File: src/rtl/acc_fifo_bridge_pkg.sv
// Shared router package: default data/FIFO geometry and pointer-width helper.
package acc_fifo_bridge_pkg;

    localparam int WIDTH_DEF = 128;
    localparam int DEPTH_DEF = 8;

    // Pointer width for a power-of-two depth; a count needs one more bit.
    function automatic int ptr_width(input int depth);
        return (depth > 1) ? $clog2(depth) : 1;
    endfunction

    localparam int PTR_W_DEF = ptr_width(DEPTH_DEF);

endpackage

File: src/rtl/acc_fifo_bridge_if.sv
// Router/accelerator handshake bundle for the bridge. The master side is
// whoever issues requests (router and accelerator); the slave is the bridge.
interface acc_fifo_bridge_if
    import acc_fifo_bridge_pkg::*;
#(
    parameter int WIDTH = WIDTH_DEF
);

    // router -> accelerator direction
    logic             put_req;
    logic [WIDTH-1:0] put_data;
    logic             acc_rd_req;
    logic [WIDTH-1:0] acc_rd_data;
    logic             acc_rd_valid;
    logic             to_acc_empty;
    logic             to_acc_full;

    // accelerator -> router direction
    logic             acc_wr_req;
    logic [WIDTH-1:0] acc_wr_data;
    logic             get_req;
    logic [WIDTH-1:0] get_data;
    logic             get_valid;
    logic             from_acc_empty;
    logic             from_acc_full;

    // sticky errors covering both FIFOs
    logic             ovf_err;
    logic             udf_err;

    modport master (
        output put_req, put_data, acc_rd_req, acc_wr_req, acc_wr_data, get_req,
        input  acc_rd_data, acc_rd_valid, to_acc_empty, to_acc_full,
               get_data, get_valid, from_acc_empty, from_acc_full,
               ovf_err, udf_err
    );

    modport slave (
        input  put_req, put_data, acc_rd_req, acc_wr_req, acc_wr_data, get_req,
        output acc_rd_data, acc_rd_valid, to_acc_empty, to_acc_full,
               get_data, get_valid, from_acc_empty, from_acc_full,
               ovf_err, udf_err
    );

endinterface

File: src/rtl/acc_fifo_bridge_sync_fifo.sv
// Single-clock FIFO with registered flags, a registered read port and
// one-cycle pulses for rejected pushes/pops. A pop never bypasses a push.
module sync_fifo
    import acc_fifo_bridge_pkg::*;
#(
    parameter int WIDTH = WIDTH_DEF,
    parameter int DEPTH = DEPTH_DEF
) (
    input  logic             clk,
    input  logic             reset,
    input  logic             flush,
    input  logic             push,
    input  logic [WIDTH-1:0] wr_data,
    input  logic             pop,
    output logic [WIDTH-1:0] rd_data,
    output logic             rd_valid,
    output logic             empty,
    output logic             full,
    output logic             push_rej,
    output logic             pop_rej
);

    localparam int PW = ptr_width(DEPTH);
    localparam int CW = PW + 1;
    localparam logic [CW-1:0] DEPTH_C = CW'(DEPTH);

    logic [WIDTH-1:0] mem [DEPTH];

    logic [PW-1:0]    wr_ptr_q, wr_ptr_d;
    logic [PW-1:0]    rd_ptr_q, rd_ptr_d;
    logic [CW-1:0]    count_q,  count_d;
    logic             empty_q,  empty_d;
    logic             full_q,   full_d;
    logic [WIDTH-1:0] rd_data_q, rd_data_d;
    logic             rd_valid_q, rd_valid_d;
    logic             push_ok, pop_ok;

    // Accept/reject decisions, next pointers, count, flags and read port.
    always_comb begin
        // NOTE: every _d gets its default first so no branch can infer a latch.
        wr_ptr_d   = wr_ptr_q;
        rd_ptr_d   = rd_ptr_q;
        count_d    = count_q;
        rd_data_d  = rd_data_q;
        rd_valid_d = 1'b0;

        push_ok  = push && !full_q  && !flush;
        pop_ok   = pop  && !empty_q && !flush;
        push_rej = push &&  full_q  && !flush;
        pop_rej  = pop  &&  empty_q && !flush;

        if (push_ok) begin
            wr_ptr_d = wr_ptr_q + 1'b1;
        end
        if (pop_ok) begin
            rd_ptr_d   = rd_ptr_q + 1'b1;
            rd_data_d  = mem[rd_ptr_q];
            rd_valid_d = 1'b1;
        end

        unique case ({push_ok, pop_ok})
            2'b10:   count_d = count_q + 1'b1;
            2'b01:   count_d = count_q - 1'b1;
            default: count_d = count_q;
        endcase

        if (flush) begin
            wr_ptr_d = '0;
            rd_ptr_d = '0;
            count_d  = '0;
        end

        empty_d = (count_d == '0);
        full_d  = (count_d == DEPTH_C);
    end

    // State register; reset wins over flush and requests.
    always_ff @(posedge clk) begin
        // NOTE: sequential state uses non-blocking assignments only, so every
        // flop samples pre-edge values regardless of statement order.
        if (reset) begin
            wr_ptr_q   <= '0;
            rd_ptr_q   <= '0;
            count_q    <= '0;
            empty_q    <= 1'b1;
            full_q     <= 1'b0;
            rd_data_q  <= '0;
            rd_valid_q <= 1'b0;
        end else begin
            wr_ptr_q   <= wr_ptr_d;
            rd_ptr_q   <= rd_ptr_d;
            count_q    <= count_d;
            empty_q    <= empty_d;
            full_q     <= full_d;
            rd_data_q  <= rd_data_d;
            rd_valid_q <= rd_valid_d;
        end
    end

    // Storage write port.
    always_ff @(posedge clk) begin
        // NOTE: storage is deliberately not reset; pointers and count alone
        // decide which entries hold live data.
        if (!reset && push_ok) begin
            mem[wr_ptr_q] <= wr_data;
        end
    end

    assign rd_data  = rd_data_q;
    assign rd_valid = rd_valid_q;
    assign empty    = empty_q;
    assign full     = full_q;

endmodule

File: src/rtl/acc_fifo_bridge.sv
// Router <-> accelerator bridge: two independent FIFOs plus sticky
// overflow/underflow error bits gathered from both.
module acc_fifo_bridge
    import acc_fifo_bridge_pkg::*;
#(
    parameter int WIDTH = WIDTH_DEF,
    parameter int DEPTH = DEPTH_DEF
) (
    input  logic               clk,
    input  logic               reset,
    input  logic               flush,
    acc_fifo_bridge_if.slave   bus
);

    logic to_push_rej,   to_pop_rej;
    logic from_push_rej, from_pop_rej;
    logic ovf_q, ovf_d;
    logic udf_q, udf_d;

    sync_fifo #(.WIDTH(WIDTH), .DEPTH(DEPTH)) u_to_acc (
        .clk      (clk),
        .reset    (reset),
        .flush    (flush),
        .push     (bus.put_req),
        .wr_data  (bus.put_data),
        .pop      (bus.acc_rd_req),
        .rd_data  (bus.acc_rd_data),
        .rd_valid (bus.acc_rd_valid),
        .empty    (bus.to_acc_empty),
        .full     (bus.to_acc_full),
        .push_rej (to_push_rej),
        .pop_rej  (to_pop_rej)
    );

    sync_fifo #(.WIDTH(WIDTH), .DEPTH(DEPTH)) u_from_acc (
        .clk      (clk),
        .reset    (reset),
        .flush    (flush),
        .push     (bus.acc_wr_req),
        .wr_data  (bus.acc_wr_data),
        .pop      (bus.get_req),
        .rd_data  (bus.get_data),
        .rd_valid (bus.get_valid),
        .empty    (bus.from_acc_empty),
        .full     (bus.from_acc_full),
        .push_rej (from_push_rej),
        .pop_rej  (from_pop_rej)
    );

    // Sticky error accumulation; only flush or reset clears it.
    always_comb begin
        ovf_d = ovf_q | to_push_rej | from_push_rej;
        udf_d = udf_q | to_pop_rej  | from_pop_rej;
        if (flush) begin
            ovf_d = 1'b0;
            udf_d = 1'b0;
        end
    end

    // Error register.
    always_ff @(posedge clk) begin
        if (reset) begin
            ovf_q <= 1'b0;
            udf_q <= 1'b0;
        end else begin
            ovf_q <= ovf_d;
            udf_q <= udf_d;
        end
    end

    assign bus.ovf_err = ovf_q;
    assign bus.udf_err = udf_q;

endmodule

File: src/flat_wrapper.sv
// flat-port wrapper written by rule: the top's interface ports become plain ports
module acc_fifo_bridge_flat import acc_fifo_bridge_pkg::*;
#(
    parameter int WIDTH = WIDTH_DEF,
    parameter int DEPTH = DEPTH_DEF
)
  (clk, reset, flush, bus_put_req, bus_put_data, bus_acc_rd_req, bus_acc_wr_req, bus_acc_wr_data, bus_get_req, bus_acc_rd_data, bus_acc_rd_valid, bus_to_acc_empty, bus_to_acc_full, bus_get_data, bus_get_valid, bus_from_acc_empty, bus_from_acc_full, bus_ovf_err, bus_udf_err);
  acc_fifo_bridge_if #(.WIDTH(WIDTH)) bus_i ();
  input  logic clk;
  input  logic reset;
  input  logic flush;
  input wire logic [$bits(bus_i.put_req)-1:0] bus_put_req;
  input wire logic [$bits(bus_i.put_data)-1:0] bus_put_data;
  input wire logic [$bits(bus_i.acc_rd_req)-1:0] bus_acc_rd_req;
  input wire logic [$bits(bus_i.acc_wr_req)-1:0] bus_acc_wr_req;
  input wire logic [$bits(bus_i.acc_wr_data)-1:0] bus_acc_wr_data;
  input wire logic [$bits(bus_i.get_req)-1:0] bus_get_req;
  output wire logic [$bits(bus_i.acc_rd_data)-1:0] bus_acc_rd_data;
  output wire logic [$bits(bus_i.acc_rd_valid)-1:0] bus_acc_rd_valid;
  output wire logic [$bits(bus_i.to_acc_empty)-1:0] bus_to_acc_empty;
  output wire logic [$bits(bus_i.to_acc_full)-1:0] bus_to_acc_full;
  output wire logic [$bits(bus_i.get_data)-1:0] bus_get_data;
  output wire logic [$bits(bus_i.get_valid)-1:0] bus_get_valid;
  output wire logic [$bits(bus_i.from_acc_empty)-1:0] bus_from_acc_empty;
  output wire logic [$bits(bus_i.from_acc_full)-1:0] bus_from_acc_full;
  output wire logic [$bits(bus_i.ovf_err)-1:0] bus_ovf_err;
  output wire logic [$bits(bus_i.udf_err)-1:0] bus_udf_err;
  assign bus_i.put_req = bus_put_req;
  assign bus_i.put_data = bus_put_data;
  assign bus_i.acc_rd_req = bus_acc_rd_req;
  assign bus_i.acc_wr_req = bus_acc_wr_req;
  assign bus_i.acc_wr_data = bus_acc_wr_data;
  assign bus_i.get_req = bus_get_req;
  assign bus_acc_rd_data = bus_i.acc_rd_data;
  assign bus_acc_rd_valid = bus_i.acc_rd_valid;
  assign bus_to_acc_empty = bus_i.to_acc_empty;
  assign bus_to_acc_full = bus_i.to_acc_full;
  assign bus_get_data = bus_i.get_data;
  assign bus_get_valid = bus_i.get_valid;
  assign bus_from_acc_empty = bus_i.from_acc_empty;
  assign bus_from_acc_full = bus_i.from_acc_full;
  assign bus_ovf_err = bus_i.ovf_err;
  assign bus_udf_err = bus_i.udf_err;
  acc_fifo_bridge #(.WIDTH(WIDTH), .DEPTH(DEPTH)) u_core (.clk(clk), .reset(reset), .flush(flush), .bus(bus_i));
endmodule
File: config.mk
export PLATFORM = sky130hd
export DESIGN_NAME = acc_fifo_bridge_flat
export DESIGN_NICKNAME = d
export VERILOG_FILES = /design/src/rtl/acc_fifo_bridge_pkg.sv /design/src/rtl/acc_fifo_bridge_if.sv /design/src/rtl/acc_fifo_bridge_sync_fifo.sv /design/src/rtl/acc_fifo_bridge.sv /design/src/flat_wrapper.sv
export SDC_FILE = /design/constraint.sdc
export NUM_CORES = 2
export LEC_CHECK = 0
export ABC_AREA = 1
export CAP_MARGIN = 25
export CORE_MARGIN = 8
export CORE_UTILIZATION = 30
export DETAILED_ROUTE_END_ITERATION = 8
export PLACE_DENSITY = 0.53
export SLEW_MARGIN = 5
export SYNTH_ARGS = -nofsm -noshare
export SYNTH_HDL_FRONTEND = slang
export SYNTH_SLANG_ARGS = --single-unit
File: constraint.sdc
create_clock -name clk -period 12.9 [get_ports clk]
set_input_delay 2.58 -clock clk [delete_from_list [all_inputs] [get_ports clk]]
set_output_delay 2.58 -clock clk [all_outputs]
set_load 0.05 [all_outputs]
==> flow_metrics.env <==
export IMPL_dieHeight_um=555
export IMPL_final_common_cell="edfxtp_1"
export IMPL_fin_crit_ps=6620
export IMPL_drive_gt1_share_pct=6.72
export IMPL_worst_slack_ps=6280
export IMPL_fin_tns_setup_ps=0
export IMPL_synthArstFlopShare_pct=0
export IMPL_routed_via_density=4.97
export IMPL_cts_resized=0
export IMPL_fin_skew_ps=63.2
export IMPL_synth_area_mux_share_pct=1.47
export IMPL_layout_nets=6882
export IMPL_rows=198
export IMPL_coreArea_mm2=0.290
export IMPL_syn_num_nets=6501
export IMPL_synth_compound_area_share_pct=13.7
export IMPL_seq_power_share_pct=52.0
export IMPL_setup_worst_path_end_class="flop"
export IMPL_drcViolationCount=0
export IMPL_area_delta_synth_final_pct=19.4
export IMPL_postCtsSetupBuffers=0
export IMPL_grt_pass1_vias=52100
export IMPL_fmax_ghz=0.151
export IMPL_status="completed"
export IMPL_synthFlopType="edfxtp_1"
export IMPL_power_uw=16000
export IMPL_start_util_pct=30.1
export IMPL_drt_total_wl_um=240000
export IMPL_power_density_mw_per_mm2=154
export IMPL_synthDistinctLibCells=32
export IMPL_cts_sinks=2332
export IMPL_clk_path_buf_depth=4
export IMPL_n_fill_cell=27500
export IMPL_worst_pin_slew_ps=1070
export IMPL_cpPeakStageDelay_ps=790
export IMPL_cp_required_ps=13380
export IMPL_clk_pin_slew_ps=60
export IMPL_num_vias=53400
export IMPL_die_w_um=555
export IMPL_root_buffer="clkbuf_16"
export IMPL_clkLatencyLatePin_ps=910
export IMPL_clkPwrFrac_pct=43.1
export IMPL_slew_violations=0
export IMPL_power_internal_uw=12500
export IMPL_die_area_mm2=0.308
export IMPL_antenna_found_initial=98
export IMPL_first_iter_violations=4374
export IMPL_critPathSlowestCell="nor2_1"
export IMPL_synth_area_per_cell_um2=14.0
export IMPL_grt_usage_pct=14.9
export IMPL_path_cells="clkdlybuf4s50_1 > nor2_1 > clkinv_1 > nor2_1 > nand2_1 > nor3_2 > buf_4 > buf_4"
export IMPL_switchingPower_uw=3490
export IMPL_peakVddDrop_mv=0.138
export IMPL_critical_path_class="input port to flop"
export IMPL_final_cell_mix="2048 x edfxtp_1, 1135 x o21ai_0, 1047 x nor2_1"
export IMPL_synthXorXnorAreaFrac_pct=0.0201
export IMPL_leakage_uw=0.0325
export IMPL_arrival_ps=7100
export IMPL_grt_ovfl_total=0
export IMPL_synth_edff_count=2048
export IMPL_cts_made_buffers=243
export IMPL_ys_seq_elements=2332
export IMPL_place_ws_ps=5250
export IMPL_utilization_pct=35.9
export IMPL_grt_max_degree=214
export IMPL_relSlewSlack_pct=28.5
export IMPL_cp_top_family="buffers and inverters"
export IMPL_cts_htree_levels=4
export IMPL_drtAntennaViolNets=0
export IMPL_layoutNonFillerInstCount=10800
export IMPL_wire_per_inst_um=22.3
export IMPL_dp_hpwl_um=131000
export IMPL_grt_pass1_wl_um=352000
export IMPL_dr_pass1_iters=5
export IMPL_netlist_area_mm2=0.0873
export IMPL_ys_seq_area_share_pct=77.0
export IMPL_portBuffers=526
export IMPL_finalSetupViolCount=0
export IMPL_report_final_hold_viol_count=0
export IMPL_gp_congestion=0.729
export IMPL_comb_power_share_pct=4.8
export IMPL_crit_fanout=50
export IMPL_synth_top_family_by_area="compound AO/OA/AOI/OAI gates"
export IMPL_synth_cells=6230
export IMPL_power_switching_share_pct=21.8
export IMPL_min_period_over_period_pct=51.3
export IMPL_dp_cells=10300
export IMPL_ioPinCount=527
export IMPL_hp_class="flop to flop"
export IMPL_rsz0062_at_grt="no"
export IMPL_yosysWarnings=0
export IMPL_cts_tree="done"
export IMPL_synth_simple_area_share_pct=5.07
export IMPL_crit_buf_inv=4
export IMPL_startpoint_type="input port"
export IMPL_maxCapViolCount=0
export IMPL_hold_buffers=0
export IMPL_synthAdderAreaFrac_pct=0.115
## cells in the mapped netlist, types with 2 or more instances
cell	count	share of area (%)
buf_2	123	0.71
clkbuf_1	287	1.2
edfxtp_1	2048	70
o221ai_1	230	2.3
nand4_1	2	0.014
nor2_1	1053	4.5
mux2i_1	128	1.5
dfxtp_1	284	6.5
nand2_1	46	0.20
xor2_1	2	0.020
ha_1	8	0.11
buf_6	8	0.10
o21ai_0	1135	6.5
o32ai_1	102	1.0
buf_8	3	0.052
buf_12	2	0.046
nor3_1	37	0.21
a21oi_1	278	1.6
o21ai_1	162	0.93
nor2_2	2	0.014
o22ai_1	181	1.3
nand3_1	15	0.086
buf_4	31	0.27
buf_1	15	0.065
inv_1	41	0.18
## final timing paths
kind | startpoint | slack [ps] | cells past startpoint | to
max reg2reg | u_core.u_from_acc.rd_ptr_q[0]$_SDFFE_PP0P_ | 8890 | 7 | u_core.u_from_acc.rd_data[16]$_SDFFE_PP0P_
min | u_core.bus.udf_err$_SDFF_PP0_ | 490 | 2 | u_core.bus.udf_err$_SDFF_PP0_
min reg2reg | u_core.bus.udf_err$_SDFF_PP0_ | 490 | 2 | u_core.bus.udf_err$_SDFF_PP0_
max | flush | 6280 | 8 | u_core.u_from_acc.mem[4][99]$_DFFE_PP_
## final cells by class
cell class	instances	area (um2)	share of cell area, %
inverters	44	203	0.194
flip-flops and latches	2332	67200	64.5
clock buffers	345	6800	6.53
multi-input cells	3385	17900	17.1
clock inverters	109	1090	1.05
diodes	36	90.1	0.0864
well taps	3900	4880	4.68
repair buffers	605	6080	5.83
## tightest hold or removal path, cell delays in order, from the launching register on
cell	delay, ps
dfxtp_1	330
o21ai_0	90
inv_1	50
## power groups by stage
stage	sequential (uW)	clock [uW]	combinational, uW
floorplan	8640	0	261
global placement	8500	0	767
detailed placement	8500	0	780
CTS	8340	7080	783
global route	8340	7360	837
finish	8340	6910	771
## per-layer routing
layer | track usage [%] | vias up | wire, um
met5 | 0 | - | 484
met4 | 3.31 | 78 | 4740
met3 | 4.95 | 374 | 22000
met2 | 22.9 | 1659 | 107000
met1 | 20.4 | 26800 | 106000
li1 | - | 24600 | -
## state kept, by name (all words and copies together), names as in the netlist
signal	count
u_core.u_to_acc.rd_ptr_q	3
u_core.u_from_acc.wr_ptr_q	3
u_core.u_from_acc.count_q	4
u_core.bus.ovf_err	1
u_core.bus.udf_err	1
u_core.u_to_acc.count_q	4
u_core.u_to_acc.full	1
u_core.u_from_acc.mem	1024
u_core.u_from_acc.rd_valid	1
u_core.u_from_acc.empty	1
u_core.u_to_acc.mem	1024
u_core.u_to_acc.rd_data	128
u_core.u_from_acc.rd_data	128
u_core.u_to_acc.rd_valid	1
u_core.u_to_acc.wr_ptr_q	3
u_core.u_from_acc.rd_ptr_q	3
u_core.u_from_acc.full	1
u_core.u_to_acc.empty	1
## cell families after synthesis
kind of cell	after synthesis
adder cells (fa/ha/maj)	8
AO/OA/AOI/OAI	2090
multiplexers	128
buffers and inverters	513
flip-flops	2332
AND/OR/NAND/NOR	1157
XOR/XNOR	2
## metrics by stage
stage / hold slack, ps / area [um2]
after floorplan: 470 / 87300
after global placement: 485 / 96200
after global routing: 522 / 104000
after detailed placement: 475 / 96200
after CTS: 494 / 104000
final: 494 / 104000
Note: power is estimated with default switching activity, not from simulation.
